--- config.mk ---
export PLATFORM = sky130hd
export DESIGN_NAME = pmu_axil_scanner_flat
export DESIGN_NICKNAME = d
export VERILOG_FILES = /design/src/rtl/pmu_axil_scanner_if.sv /design/src/rtl/pmu_axil_scanner.sv /design/src/flat_wrapper.sv
export SDC_FILE = /design/constraint.sdc
export NUM_CORES = 1
export LEC_CHECK = 0
export BUFFER_PORTS_ARGS = -buffer_cell sky130_fd_sc_hd__buf_4
export CAP_MARGIN = 20
export CORE_AREA = 5 5 146 148
export CTS_BUF_LIST = sky130_fd_sc_hd__clkbuf_4 sky130_fd_sc_hd__clkbuf_8
export CTS_CLUSTER_SIZE = 20
export DETAILED_ROUTE_END_ITERATION = 16
export DIE_AREA = 0 0 151 153
export SLEW_MARGIN = 20
export SYNTH_ARGS = -nofsm -noshare
export SYNTH_HDL_FRONTEND = slang
export SYNTH_SLANG_ARGS = --single-unit
--- constraint.sdc ---
create_clock -name noc_clk -period 1.7 [get_ports noc_clk]
set_input_delay 0.17 -clock noc_clk [delete_from_list [all_inputs] [get_ports noc_clk]]
set_output_delay 0.17 -clock noc_clk [all_outputs]
set_load 0.01 [all_outputs]
--- src/rtl/pmu_axil_scanner_if.sv ---
// pmu_axil_scanner_if: AXI-lite bus between the scanner (master) and the PMU register file (slave)
interface pmu_axil_scanner_if #(
  parameter int ADDR_WIDTH = 64,
  parameter int DATA_WIDTH = 64
);
  logic [ADDR_WIDTH-1:0]   araddr;
  logic [2:0]              arprot;
  logic                    arvalid;
  logic                    arready;
  logic [DATA_WIDTH-1:0]   rdata;
  logic [1:0]              rresp;
  logic                    rvalid;
  logic                    rready;
  logic [ADDR_WIDTH-1:0]   awaddr;
  logic [2:0]              awprot;
  logic                    awvalid;
  logic                    awready;
  logic [DATA_WIDTH-1:0]   wdata;
  logic [DATA_WIDTH/8-1:0] wstrb;
  logic                    wvalid;
  logic                    wready;
  logic [1:0]              bresp;
  logic                    bvalid;
  logic                    bready;
  modport master (
    output araddr, arprot, arvalid, rready, awaddr, awprot, awvalid, wdata, wstrb, wvalid, bready,
    input  arready, rdata, rresp, rvalid, awready, wready, bresp, bvalid
  );
  modport slave (
    input  araddr, arprot, arvalid, rready, awaddr, awprot, awvalid, wdata, wstrb, wvalid, bready,
    output arready, rdata, rresp, rvalid, awready, wready, bresp, bvalid
  );
endinterface

--- src/rtl/pmu_axil_scanner.sv ---
// pmu_axil_scanner: sweeps PMU counters over AXI-lite into an index-tagged stream, optionally clearing each
module pmu_axil_scanner #(
  parameter int AXI_ADDR_WIDTH = 64,
  parameter int AXI_DATA_WIDTH = 64,
  parameter int IDX_WIDTH = 8,
  parameter logic [AXI_ADDR_WIDTH-1:0] BASE_ADDR = '0
) (
  input  logic                      noc_clk,
  input  logic                      rst,
  input  logic                      start_i,
  input  logic                      clear_i,
  input  logic [IDX_WIDTH-1:0]      first_idx_i,
  input  logic [IDX_WIDTH-1:0]      last_idx_i,
  output logic                      busy_o,
  output logic                      done_o,
  output logic                      err_o,
  output logic                      out_valid_o,
  input  logic                      out_ready_i,
  output logic [AXI_DATA_WIDTH-1:0] out_data_o,
  output logic [IDX_WIDTH-1:0]      out_idx_o,
  pmu_axil_scanner_if.master        m_axi
);
  typedef enum logic [2:0] {IDLE, AR, R, OUT, AW_W, B, DONE} state_t;
  state_t state, state_nx;
  logic clr, aw_pend, w_pend, at_last, adv, aw_ok, w_ok, out_hs;
  logic [IDX_WIDTH-1:0] idx, last;
  logic [AXI_ADDR_WIDTH-1:0] addr;
  // Address is derived from idx so AR and AW of one register always match
  assign addr    = BASE_ADDR + AXI_ADDR_WIDTH'({idx, 3'b000});
  assign at_last = idx == last;
  assign out_hs  = state == OUT && out_ready_i;
  assign aw_ok   = !aw_pend || m_axi.awready;
  assign w_ok    = !w_pend || m_axi.wready;
  assign adv     = (out_hs && !clr) || (state == B && m_axi.bvalid);
  assign busy_o      = state != IDLE;
  assign done_o      = state == DONE;
  assign out_valid_o = state == OUT;
  assign m_axi.araddr  = addr;
  assign m_axi.arprot  = 3'b000;
  assign m_axi.arvalid = state == AR;
  assign m_axi.rready  = state == R;
  assign m_axi.awaddr  = addr;
  assign m_axi.awprot  = 3'b000;
  assign m_axi.awvalid = aw_pend;
  assign m_axi.wdata   = '0;
  assign m_axi.wstrb   = '1;
  assign m_axi.wvalid  = w_pend;
  assign m_axi.bready  = state == B;
  always_comb begin
    state_nx = state;
    case (state)
      IDLE: if (start_i) state_nx = first_idx_i > last_idx_i ? DONE : AR;
      AR:   if (m_axi.arready) state_nx = R;
      R:    if (m_axi.rvalid) state_nx = OUT;
      OUT:  if (out_ready_i) state_nx = clr ? AW_W : (at_last ? DONE : AR);
      AW_W: if (aw_ok && w_ok) state_nx = B;
      B:    if (m_axi.bvalid) state_nx = at_last ? DONE : AR;
      DONE: state_nx = IDLE;
      default: state_nx = IDLE;
    endcase
  end
  always_ff @(posedge noc_clk or negedge rst)
    if (!rst) state <= IDLE;
    else state <= state_nx;
  always_ff @(posedge noc_clk or negedge rst) begin
    if (!rst) begin
      clr        <= 1'b0;
      idx        <= '0;
      last       <= '0;
      err_o      <= 1'b0;
      out_data_o <= '0;
      out_idx_o  <= '0;
      aw_pend    <= 1'b0;
      w_pend     <= 1'b0;
    end else begin
      if (state == IDLE && start_i) begin
        clr   <= clear_i;
        idx   <= first_idx_i;
        last  <= last_idx_i;
        err_o <= first_idx_i > last_idx_i;
      end
      if (state == R && m_axi.rvalid) begin
        out_data_o <= m_axi.rdata;
        out_idx_o  <= idx;
        if (m_axi.rresp != 2'b00) err_o <= 1'b1;
      end
      if (state == B && m_axi.bvalid && m_axi.bresp != 2'b00) err_o <= 1'b1;
      if (adv && !at_last) idx <= idx + 1'b1;
      // AW and W rise together on entry, then each retires on its own ready
      aw_pend <= (out_hs && clr) || (aw_pend && !m_axi.awready);
      w_pend  <= (out_hs && clr) || (w_pend && !m_axi.wready);
    end
  end
endmodule

--- src/flat_wrapper.sv ---
// flat-port wrapper written by rule: the top's interface ports become plain ports
module pmu_axil_scanner_flat 
#(
  parameter int AXI_ADDR_WIDTH = 64,
  parameter int AXI_DATA_WIDTH = 64,
  parameter int IDX_WIDTH = 8,
  parameter logic [AXI_ADDR_WIDTH-1:0] BASE_ADDR = '0
)
  (noc_clk, rst, start_i, clear_i, first_idx_i, last_idx_i, busy_o, done_o, err_o, out_valid_o, out_ready_i, out_data_o, out_idx_o, m_axi_araddr, m_axi_arprot, m_axi_arvalid, m_axi_rready, m_axi_awaddr, m_axi_awprot, m_axi_awvalid, m_axi_wdata, m_axi_wstrb, m_axi_wvalid, m_axi_bready, m_axi_arready, m_axi_rdata, m_axi_rresp, m_axi_rvalid, m_axi_awready, m_axi_wready, m_axi_bresp, m_axi_bvalid);
  pmu_axil_scanner_if m_axi_i ();
  input  logic noc_clk;
  input  logic rst;
  input  logic start_i;
  input  logic clear_i;
  input  logic [IDX_WIDTH-1:0] first_idx_i;
  input  logic [IDX_WIDTH-1:0] last_idx_i;
  output logic busy_o;
  output logic done_o;
  output logic err_o;
  output logic out_valid_o;
  input  logic out_ready_i;
  output logic [AXI_DATA_WIDTH-1:0] out_data_o;
  output logic [IDX_WIDTH-1:0] out_idx_o;
  output wire logic [$bits(m_axi_i.araddr)-1:0] m_axi_araddr;
  output wire logic [$bits(m_axi_i.arprot)-1:0] m_axi_arprot;
  output wire logic [$bits(m_axi_i.arvalid)-1:0] m_axi_arvalid;
  output wire logic [$bits(m_axi_i.rready)-1:0] m_axi_rready;
  output wire logic [$bits(m_axi_i.awaddr)-1:0] m_axi_awaddr;
  output wire logic [$bits(m_axi_i.awprot)-1:0] m_axi_awprot;
  output wire logic [$bits(m_axi_i.awvalid)-1:0] m_axi_awvalid;
  output wire logic [$bits(m_axi_i.wdata)-1:0] m_axi_wdata;
  output wire logic [$bits(m_axi_i.wstrb)-1:0] m_axi_wstrb;
  output wire logic [$bits(m_axi_i.wvalid)-1:0] m_axi_wvalid;
  output wire logic [$bits(m_axi_i.bready)-1:0] m_axi_bready;
  input wire logic [$bits(m_axi_i.arready)-1:0] m_axi_arready;
  input wire logic [$bits(m_axi_i.rdata)-1:0] m_axi_rdata;
  input wire logic [$bits(m_axi_i.rresp)-1:0] m_axi_rresp;
  input wire logic [$bits(m_axi_i.rvalid)-1:0] m_axi_rvalid;
  input wire logic [$bits(m_axi_i.awready)-1:0] m_axi_awready;
  input wire logic [$bits(m_axi_i.wready)-1:0] m_axi_wready;
  input wire logic [$bits(m_axi_i.bresp)-1:0] m_axi_bresp;
  input wire logic [$bits(m_axi_i.bvalid)-1:0] m_axi_bvalid;
  assign m_axi_araddr = m_axi_i.araddr;
  assign m_axi_arprot = m_axi_i.arprot;
  assign m_axi_arvalid = m_axi_i.arvalid;
  assign m_axi_rready = m_axi_i.rready;
  assign m_axi_awaddr = m_axi_i.awaddr;
  assign m_axi_awprot = m_axi_i.awprot;
  assign m_axi_awvalid = m_axi_i.awvalid;
  assign m_axi_wdata = m_axi_i.wdata;
  assign m_axi_wstrb = m_axi_i.wstrb;
  assign m_axi_wvalid = m_axi_i.wvalid;
  assign m_axi_bready = m_axi_i.bready;
  assign m_axi_i.arready = m_axi_arready;
  assign m_axi_i.rdata = m_axi_rdata;
  assign m_axi_i.rresp = m_axi_rresp;
  assign m_axi_i.rvalid = m_axi_rvalid;
  assign m_axi_i.awready = m_axi_awready;
  assign m_axi_i.wready = m_axi_wready;
  assign m_axi_i.bresp = m_axi_bresp;
  assign m_axi_i.bvalid = m_axi_bvalid;
  pmu_axil_scanner #(.AXI_ADDR_WIDTH(AXI_ADDR_WIDTH), .AXI_DATA_WIDTH(AXI_DATA_WIDTH), .IDX_WIDTH(IDX_WIDTH), .BASE_ADDR(BASE_ADDR)) u_core (.noc_clk(noc_clk), .rst(rst), .start_i(start_i), .clear_i(clear_i), .first_idx_i(first_idx_i), .last_idx_i(last_idx_i), .busy_o(busy_o), .done_o(done_o), .err_o(err_o), .out_valid_o(out_valid_o), .out_ready_i(out_ready_i), .out_data_o(out_data_o), .out_idx_o(out_idx_o), .m_axi(m_axi_i));
endmodule
==> results of run 1 <==
-- per-stage QoR --
stage / hold WS [ns] / power [mW]
final: 0.0379 / 12.1
after global routing: 0.00380 / 13.0
after CTS: 0.00119 / 11.9
after detailed placement: 0.0580 / 10.1
after global placement: 0.0550 / 9.97
after floorplan: -0.126 / 7.51
-- routing by layer --
metal | track usage | wire [um] | vias up
li1 | - | - | 1961
met2 | 0.236 | 8430 | 243
met1 | 0.150 | 6280 | 2032
met3 | 0.0352 | 1590 | 20
met5 | 0 | 0 | -
met4 | 0.0393 | 261 | 0
-- layout make-up --
| cell class | instances | area (sq um) | share of cell area |
|---|---|---|---|
| sequential | 95 | 2380 | 0.298 |
| clock inverter | 6 | 71.3 | 0.00894 |
| timing repair buffer | 292 | 2460 | 0.309 |
| multi-input combinational | 400 | 2540 | 0.319 |
| inverter | 15 | 56.3 | 0.00706 |
| clock buffer | 9 | 124 | 0.0155 |
| tap | 270 | 338 | 0.0424 |
-- registers in the layout, summed over array words and instances (netlist names), 3 cells and up --
signal             cells
u_core.out_data_o     64
u_core.out_idx_o       8
u_core.last            8
u_core.state           3
u_core.idx             8
-- critical path, stage by stage (launching register included) --
cell and delay (ns):
dfrtp_1 0.40, buf_4 0.14, mux4_2 0.54, nor2_4 0.12
a31oi_1 0.06, or2_0 0.21, a22o_1 0.20
-- power by group through the flow --
stage	clock, mW	sequential [mW]	combinational [mW]
6_report	1.55	4.04	6.55
5_1_grt	1.71	4.18	7.08
4_1_cts	1.64	4.02	6.23
3_5_place_dp	0	4.07	6.00
3_3_place_gp	0	4.03	5.94
2_1_floorplan	0	4.51	3.00
-- cells by family (layout without fill, tap and decap cells) --
logic type      after synthesis  after routing  share of synthesized area
simple gates                 67             67                     0.0568
flops                        95             95                      0.409
other cells                   2            190                    0.00129
mux                          75             75                      0.147
xor+xnor                      8              8                     0.0121
compound gates               51             51                     0.0611
fa+ha+maj                     9              9                     0.0194
buf+inv                     230            322                      0.294
-- repair_timing --
item / CTS / global route
buffers inserted: 5 / 7
gates resized for setup: 6 / 23
hold buffers: 59 / 0
hold endpoints to repair: 73 / 0
pin swaps: 0 / 3
cloned: 0 / 5
endpoints found under the setup margin: 12 / 83
-- final timing paths --
check	start	end	slack, ns	cells past startpoint
worst max-delay path	u_core.state[0]	u_core.state[0]	-0.07	6
worst min-delay path	m_axi_rdata[5]	u_core.out_data_o[5]	0.04	2
worst max register to register	u_core.state[0]	u_core.state[0]	-0.07	6
worst min register to register	u_core.last[3]	u_core.last[3]	0.51	2
max in group asynchronous	rst	u_core.out_data_o[52]	0.79	3
min in group asynchronous	rst	u_core.err_o	0.19	2
-- cell usage in the layout, fill, tap and decap left out, types with 2 or more instances in the layout --
| cell | netlist | routed |
|---|---|---|
| buf_4 | 200 | 221 |
| conb_1 | 2 | 190 |
| dfrtp_1 | 95 | 93 |
| mux2_2 | 72 | 66 |
| dlygate4sd3_1 | 0 | 59 |
| nand2_1 | 26 | 26 |
| o21ai_0 | 16 | 16 |
| inv_1 | 15 | 14 |
| nor2_1 | 12 | 11 |
| ha_1 | 9 | 9 |
| clkbuf_8 | 1 | 9 |
| xnor2_1 | 8 | 7 |
| mux2_4 | 0 | 6 |
| o211ai_1 | 5 | 5 |
| a21oi_1 | 5 | 5 |
| nand4_1 | 5 | 5 |
| buf_12 | 0 | 5 |
| nand3_1 | 3 | 3 |
| nor3_1 | 6 | 3 |
| a31oi_1 | 3 | 3 |
| buf_6 | 11 | 3 |
| nor3_4 | 0 | 2 |
| nand2b_1 | 2 | 2 |
| a211oi_1 | 2 | 2 |
| o21a_1 | 2 | 2 |
| and2_4 | 0 | 2 |
| nand4_2 | 2 | 2 |
| a221o_1 | 2 | 2 |
| o32ai_2 | 0 | 2 |
| mux2i_1 | 2 | 2 |
| clkinv_4 | 0 | 2 |
| clkinvlp_4 | 0 | 2 |
| clkbuf_16 | 0 | 2 |
| buf_8 | 0 | 2 |
| dfrtp_2 | 0 | 2 |
==> summary.txt, run 1 <==
Outcome
  • Status: complete, but fails checks
  • Failing checks: negative setup slack

Critical path
  • Data required time of the worst path: between 1.5 and 2 ns
  • CP arrival: 2.04 ns
  • Crit end category: flop
  • Crit-path max FO: 3
  • Critical Path Start Type: flop
  • Critical path class: reg2reg

Place
  • Placer congestion estimate: about 0.86
  • Placed cells: 996
  • Post-detail-place hpwl: about 12 mm
  • Placed cell area: between 6000 and 7000 sq um
  • IO buf count: 190
  • Pre-CTS setup slack: -0.167 ns

Route
  • 1st-iter DRT viols: 189
  • Via density: ~4
  • Antenna Nets Post-Route: 0
  • Avg WL per Cell: roughly 15 um
  • DRT Pass-1 Iters: 5
  • DRC errors left: 0
  • WL final: ~17 mm
  • Via count: around 4.3k

Synth
  • Syn Inst Count: around 540
  • Synth area leader: dfrtp_1
  • Count of cell types in the netlist: 50
  • Commonest cells post-synth: buf_4 (200), dfrtp_1 (95), mux2_2 (72)
  • Most common cell in the netlist: buf_4
  • Ranking of synthesized cells by area: dfrtp_1 (41%), buf_4 (26%), mux2_2 (14%), buf_6 (2.1%), ha_1 (1.9%)
  • Post-Syn Area: about 5800 sq um
  • Synth Flop Type: dfrtp_1
  • Post-synthesis sequential area ratio: 0.409
  • Yosys warns: 0
  • Syn Area/Cell: between 10 and 15 sq um
  • Post-synth EDFFs: 0
  • Seq cells post-synth: 95
  • Async S/R FF share, synth: 1.00
  • Synth top area share: 0.409

CTS
  • Clock slew at reported path FFs: roughly 0.10 ns
  • H-tree depth: 3
  • Clock buffer count from CTS: 9
  • CTS tree: built
  • CTS sink cnt: between 90 and 100
  • Worst skew pair latency: approximately 0.37 ns
  • Clk buf depth: 2
  • Root Buffer: clkbuf_8

STA
  • Final Max Slew Viols: 0
  • Setup ws final: -0.0740 ns
  • # setup viols final: 8
  • FMAX: between 500 and 600 MHz
  • Final hold vios: 0
  • RSZ-0062 raised after global routing: yes
  • Fin crit share: 1.04
  • TNS Setup: -0.271 ns
  • Worst clock skew: between 0.005 and 0.006 ns
  • Minimum clock period: between 1.5 and 2 ns

Pwr
  • P_leak: roughly 4.0 nW
  • Switch share: 0.374
  • Clock power frac: 0.128
  • Switching power: around 4.5 mW
  • Max rail drop VDD: between 0.5 and 0.6 mV
  • Logic pwr share: 0.540
  • Flop pwr share: 0.332
  • Power Internal: between 7 and 8 mW
  • Power Density: between 1500 and 2000 nW/um^2

Die
  • Die Wd: 151 um
  • Die height: ~150 um
  • Site Rows: 52
  • Initial core utilization: 0.292
  • Num ports: around 380
  • Die ar.: between 20000 and 25000 sq um
  • Core area: about 20000 sq um

Job
  • Max-cap viol count: 0

Finish
  • Nets: slightly above 900
  • Area Growth Syn to Fin: 37.1%
  • Design area: about 8000 sq um
  • Filler cells: just under 2k
  • Final std cells w/o fill: approximately 1.1k
  • Share of layout cells above drive strength 1: 0.422
  • Util after Layout: 0.401
  • Antenna diodes: 0

GRT
  • Antenna violations before repair: 0
  • First-pass GRT wire length: 23.8 mm
  • Total grt overflow: 0
  • Global-route total usage across every layer: 0.131
  • Largest net degree at the start of global routing: just over 80
  • Vias in the first global route: between 4k and 5k

Hold path
  • Hold WC Path Type: in2reg
Note: power is estimated with default switching activity, not from simulation.
==> run 2: changes to the inputs <==
--- a/config.mk
+++ b/config.mk
@@ -5,7 +5,7 @@
 export SDC_FILE = /design/constraint.sdc
 export NUM_CORES = 1
 export LEC_CHECK = 0
-export BUFFER_PORTS_ARGS = -buffer_cell sky130_fd_sc_hd__buf_4
+export BUFFER_PORTS_ARGS = -buffer_cell sky130_fd_sc_hd__buf_2
 export CAP_MARGIN = 20
 export CORE_AREA = 5 5 146 148
 export CTS_BUF_LIST = sky130_fd_sc_hd__clkbuf_4 sky130_fd_sc_hd__clkbuf_8
==> run 2 against run 1 <==
The flow still finishes with violations (negative setup slack). Final cell count is 1.6% lower. Via count is 2.2% lower. Global-route usage is 0.58 points lower. Highest routed layer unchanged.
==> summary.txt, run 2 (same netlist as run 1, synthesis figures left out) <==
Outcome
  • Status: complete, but fails checks
  • Failing checks: negative setup slack

Finish
  • Most flops, register: u_core.out_data_o
  • Nets: 898
  • Share of layout cells above drive strength 1: 0.425
  • Antenna diodes: 0
  • Most common cell after layout, fill and taps aside: conb_1
  • Area Growth Syn to Fin: 27.3%
  • Commonest cells after routing, fill and taps aside: conb_1 (190), buf_2 (188), dfrtp_1 (93)
  • Largest register FFs: between 60 and 70

Pwr
  • Flop pwr share: 0.346
  • Clock power frac: 0.128
  • Max rail drop VDD: between 0.5 and 0.6 mV
  • P_leak: around 3.8 nW
  • Power Density: 1550 nW/um^2
  • Switch share: 0.394
  • Switching power: roughly 4.5 mW
  • Power Internal: around 7 mW
  • Total Power: roughly 11 mW
  • Logic pwr share: 0.526

GRT
  • Grt peak-use layer: met2
  • First-pass GRT wire length: approximately 23 mm
  • Global-route total usage across every layer: 0.125
  • Met2 Usage GRT: 0.229
  • M3 GR Usage: 0.0346
  • GRT met1 Usage: 0.143
  • Antenna violations before repair: 0
  • Total grt overflow: 0
  • Largest net degree at the start of global routing: 44
  • Vias in the first global route: roughly 4.2k

Place
  • IO buf count: 190
  • Placer congestion estimate: roughly 0.85
  • Post-detail-place hpwl: roughly 12 mm

Route
  • Avg WL per Cell: 15.3 um
  • Antenna Nets Post-Route: 0
  • 1st-iter DRT viols: 200
  • DRC errors left: 0
  • Via count: 4163
  • DRT Pass-1 Iters: 5
  • WL final: about 16 mm
  • Via density: a little under 4

Die
  • Die height: approximately 150 um
  • Die ar.: approximately 23000 sq um
  • Die Wd: approximately 150 um
  • Core area: approximately 20000 sq um
  • Site Rows: 52
  • Initial core utilization: 0.292
  • Num ports: between 300 and 400

CTS
  • H-tree depth: 3
  • Root Buffer: clkbuf_8
  • CTS tree: built
  • CTS sink cnt: between 90 and 100
  • Worst skew pair latency: about 0.38 ns
  • Clk buf depth: 2
  • Clock slew at reported path FFs: 0.10 ns
  • Clock buffer count from CTS: 9

Critical path
  • Reg2Reg Depth: 6
  • Data required time of the worst path: ~2.0 ns
  • WP depth: 6
  • Crit-path max FO: 2
  • Worst-path cell chain: buf_6 -> mux4_2 -> nor2_4 -> a31oi_2 -> or2_0 -> a22o_1
  • Crit end category: flop
  • Critical path class: reg2reg
  • Critical Path Max Stage Delay: 0.53 ns
  • Buffers and inverters on the worst path: 1
  • CP arrival: approximately 2.1 ns
  • Critical Path Start Type: flop
  • Critical path's top delay family: multiplexers
  • CP max stage cell: mux4_2

STA
  • RSZ-0062 raised after global routing: yes
  • Minimum clock period: ~1.8 ns
  • Slew HR: 0.659
  • Worst hold slack: between 0.03 and 0.04 ns
  • # setup viols final: 36
  • Worst clock skew: ~0.014 ns
  • Setup ws final: -0.147 ns
  • Fin crit share: 1.09
  • FMAX: approximately 540 MHz
  • Final Max Slew Viols: 0
  • Worst slew pin tran: between 0.5 and 0.6 ns
  • Final hold vios: 0

Job
  • Max-cap viol count: 0

Hold path
  • Hold path cells: 2
  • Hold WC Path Type: in2reg
==> run 2: cell count changes in the layout (fill, tap and decap cells not counted), moves of 2 or more <==
cell and change:
buf_6 +4, dlygate4sd3_1 -13, inv_6 +2, mux2_2 -19, buf_8 -2, mux2_4 +19, buf_12 -2, buf_2 +188
buf_4 -195
==> run 2: stage by stage <==
| stage | std cells | setup WS, ns | TNS [ns] | utilization | area, sq um |
|---|---|---|---|---|---|
| final | 1070 | -0.147 | -0.567 | 0.372 | 7400 |
| after global routing | 1070 | -0.200 | -4.92 | 0.372 | 7400 |
| after CTS | 1058 | -0.0341 | -0.131 | 0.356 | 7090 |
| after detailed placement | 995 | -0.0350 | -0.860 | 0.322 | 6400 |
| after global placement | 995 | 0.00000577 | 0 | 0.322 | 6400 |
| after floorplan | 725 | 0.00993 | 0 | - | 6530 |
==> run 2: area by class of cell <==
class,instances,area [sq um]
clock buffers,10,138
clock inverters,6,50.0
fillers,2014,12500
inverters,15,56.3
multi-input cells,400,2600
flip-flops and latches,95,2380
well taps,270,338
repair buffers,274,1840
==> run 2: per-layer routing <==
metal / routed length [um] / up-vias
met5: 0 / -
met4: 149 / 0
met3: 1470 / 12
met2: 8330 / 231
met1: 6440 / 1996
li1: - / 1924
==> run 2: timing repair <==
| item | in CTS | in global routing |
|---|---|---|
| gates cloned | 0 | 3 |
| pin swaps | 0 | 2 |
| endpoints found under the hold margin | 77 | 0 |
| hold buffers | 46 | 0 |
| gates resized for setup | 8 | 44 |
| setup endpoints to repair | 77 | 85 |
| buffers inserted | 1 | 9 |
==> run 2: final timing paths <==
check                                      start                     to  slack, ns
setup / recovery                 u_core.state[0]        u_core.state[0]      -0.15
max in group asynchronous                    rst  u_core.out_data_o[21]       0.72
hold / removal                   m_axi_rdata[25]  u_core.out_data_o[25]       0.04
hold reg to reg            u_core.out_data_o[27]  u_core.out_data_o[27]       0.51
setup reg to reg                 u_core.state[0]        u_core.state[0]      -0.15
min in group asynchronous                    rst           u_core.err_o       0.30
==> run 2: power by group through the flow <==
stage | Clock (mW) | Sequential, mW | Combinational, mW
floorplan | 0 | 4.51 | 3.00
global placement | 0 | 3.96 | 5.26
detailed placement | 0 | 4.01 | 5.31
CTS | 1.57 | 3.96 | 5.48
global route | 1.66 | 4.11 | 6.58
finish | 1.47 | 3.97 | 6.04
==> run 2: worst reg2reg max path, cell delays in order (launching register included) <==
cell and delay [ns]:
dfrtp_1 0.39, buf_6 0.12, mux4_2 0.53, nor2_4 0.13, a31oi_2 0.07, or2_0 0.26
a22o_1 0.24
==> run 3: changes to the inputs <==
--- a/config.mk
+++ b/config.mk
@@ -7,11 +7,11 @@
 export LEC_CHECK = 0
 export BUFFER_PORTS_ARGS = -buffer_cell sky130_fd_sc_hd__buf_2
 export CAP_MARGIN = 20
-export CORE_AREA = 5 5 146 148
+export CORE_AREA = 5 5 143 145
 export CTS_BUF_LIST = sky130_fd_sc_hd__clkbuf_4 sky130_fd_sc_hd__clkbuf_8
 export CTS_CLUSTER_SIZE = 20
 export DETAILED_ROUTE_END_ITERATION = 16
-export DIE_AREA = 0 0 151 153
+export DIE_AREA = 0 0 148 150
 export SLEW_MARGIN = 20
 export SYNTH_ARGS = -nofsm -noshare
 export SYNTH_HDL_FRONTEND = slang
==> constraint.sdc (replaced) <==
create_clock -name noc_clk -period 2.2 [get_ports noc_clk]
set_input_delay 0.22 -clock noc_clk [delete_from_list [all_inputs] [get_ports noc_clk]]
set_output_delay 0.22 -clock noc_clk [all_outputs]
set_load 0.01 [all_outputs]
==> run 3 against run 2 <==
The run now ends clean. Global-route usage fell by 0.68 points. Register-to-register slack better by 0.30 ns. Non-clock buffer count shrank 64. Sequential power down 22%. Fmax is 9.8% lower. Final cell count shrank 9.0%. Critical path type unchanged.
==> summary.txt, run 3 (same netlist as run 1, synthesis figures left out) <==
Critical path
  • Crit-path max FO: 9
  • Critical Path Start Type: flop
  • Data required time of the worst path: about 2.5 ns
  • Setup crit start: u_core.idx[0]
  • Reg2Reg Depth: 6
  • Critical path class: reg2reg
  • Crit end category: flop
  • Worst r2r src: u_core.idx[0]
  • CP arrival: 2.31 ns
  • Worst reg-to-reg setup slack: around 0.15 ns
  • R2r endpoint: u_core.idx[0]

Pwr
  • P_leak: 3.45 nW
  • Power Density: 1240 nW/um^2
  • Max rail drop VDD: 0.414 mV
  • Total Power: 8.10 mW

CTS
  • Root Buffer: clkbuf_8
  • Clock slew at reported path FFs: approximately 0.10 ns
  • CTS tree: built
  • Clock buffer count from CTS: 9
  • CTS sink cnt: 95
  • Post-CTS setup buffers: 0
  • H-tree depth: 3
  • Worst skew pair latency: roughly 0.37 ns
  • Clk buf depth: 2

STA
  • FMAX: roughly 490 MHz
  • # setup viols final: 0
  • Final hold vios: 0
  • Final Max Slew Viols: 0
  • Fin crit share: 0.930
  • TNS Setup: 0 ns
  • Minimum clock period: 2.05 ns
  • Worst clock skew: between 0.009 and 0.01 ns
  • RSZ-0062 raised after global routing: no

Route
  • WL final: roughly 14 mm
  • Via density: between 3 and 4
  • Avg WL per Cell: ~15 um
  • Via count: 3857
  • DRT Pass-1 Iters: 4
  • Antenna Nets Post-Route: 0
  • 1st-iter DRT viols: just over 80
  • DRC errors left: 0

Finish
  • Share of layout cells above drive strength 1: 0.418
  • Largest register FFs: 64
  • Area Growth Syn to Fin: 11.9%
  • Register area: between 2000 and 2500 sq um
  • Most common cell after layout, fill and taps aside: conb_1
  • Filler cells: around 2.0k
  • Antenna diodes: 0
  • Multi-input gate area: around 2400 sq um
  • Commonest cells after routing, fill and taps aside: conb_1 (190), buf_2 (189), dfrtp_1 (95)
  • Most flops, register: u_core.out_data_o
  • Nets: ~830

Outcome
  • Status: completed

GRT
  • Total grt overflow: 0
  • Antenna violations before repair: 1
  • M3 GR Usage: 0.0379
  • Largest net degree at the start of global routing: 50
  • Grt peak-use layer: met2
  • Met2 Usage GRT: 0.202
  • First-pass GRT wire length: slightly above 20 mm
  • Vias in the first global route: between 3k and 4k
  • Global-route total usage across every layer: 0.119
  • GRT met1 Usage: 0.141

Die
  • Site Rows: about 50
  • Num ports: between 300 and 400
  • Initial core utilization: 0.305
  • Core area: about 19000 sq um
  • Die height: roughly 150 um
  • Die ar.: about 22000 sq um
  • Die Wd: between 100 and 150 um

Job
  • Max-cap viol count: 0

Place
  • Post-detail-place hpwl: 11.8 mm
  • IO buf count: 190
  • Placer congestion estimate: between 0.7 and 0.8

Hold path
  • Worst Hold End: u_core.clr
  • Hold path cells: 3
  • Hold Startpoint: clear_i
  • Hold WC Path Type: in2reg
[run 3: worst max-delay path: stages, from the launching register on]
cell	delay, ns
dfrtp_1	0.50
xnor2_1	0.27
nand4_2	0.29
o211ai_4	0.35
buf_4	0.21
nor2_1	0.05
a221o_1	0.27
[run 3: area by class of cell]
class,instances,share of cell area
clock buffers,10,0.0212
clock inverters,6,0.00923
inverters,15,0.00865
multi-input cells,400,0.376
flip-flops and latches,95,0.365
well taps,238,0.0458
repair buffers,210,0.174
[run 3: repair_timing]
item | in CTS | in global routing
hold buffers | 1 | 0
resized for setup | 0 | 1
endpoints found under the hold margin | 15 | 0
endpoints found under the setup margin | 0 | 1
[run 3: per-layer routing]
layer	vias to the layer above	wire length (um)
li1	1796	-
met1	1831	5470
met2	210	7210
met3	18	1380
met4	2	269
met5	-	20
[run 3: worst max-delay path by stage]
| stage | end | cells past startpoint |
|---|---|---|
| 5_1_grt | u_core.idx[0] | 6 |
| 2_1_floorplan | u_core.out_data_o[10] | 6 |
| 3_3_place_gp | u_core.idx[0] | 6 |
| 6_report | u_core.idx[0] | 6 |
| 4_1_cts | u_core.idx[0] | 6 |
| 3_5_place_dp | u_core.idx[0] | 6 |
[run 3: where the power goes]
part | switching, mW | internal [mW]
Clock | 0.704 | 0.475
Sequential | 0.497 | 2.60
Combinational | 2.03 | 1.80
[run 3: metrics by stage]
stage | area, sq um | setup slack, ns | std cells | hold WS [ns] | util
finish | 6510 | 0.153 | 974 | 0.0402 | 0.341
global route | 6510 | 0.0324 | 974 | 0.0138 | 0.341
CTS | 6500 | 0.130 | 974 | 0.000971 | 0.341
detailed placement | 6290 | 0.152 | 957 | 0.118 | 0.330
global placement | 6290 | 0.160 | 957 | 0.116 | 0.330
floorplan | 6520 | 0.394 | 725 | -0.0756 | -
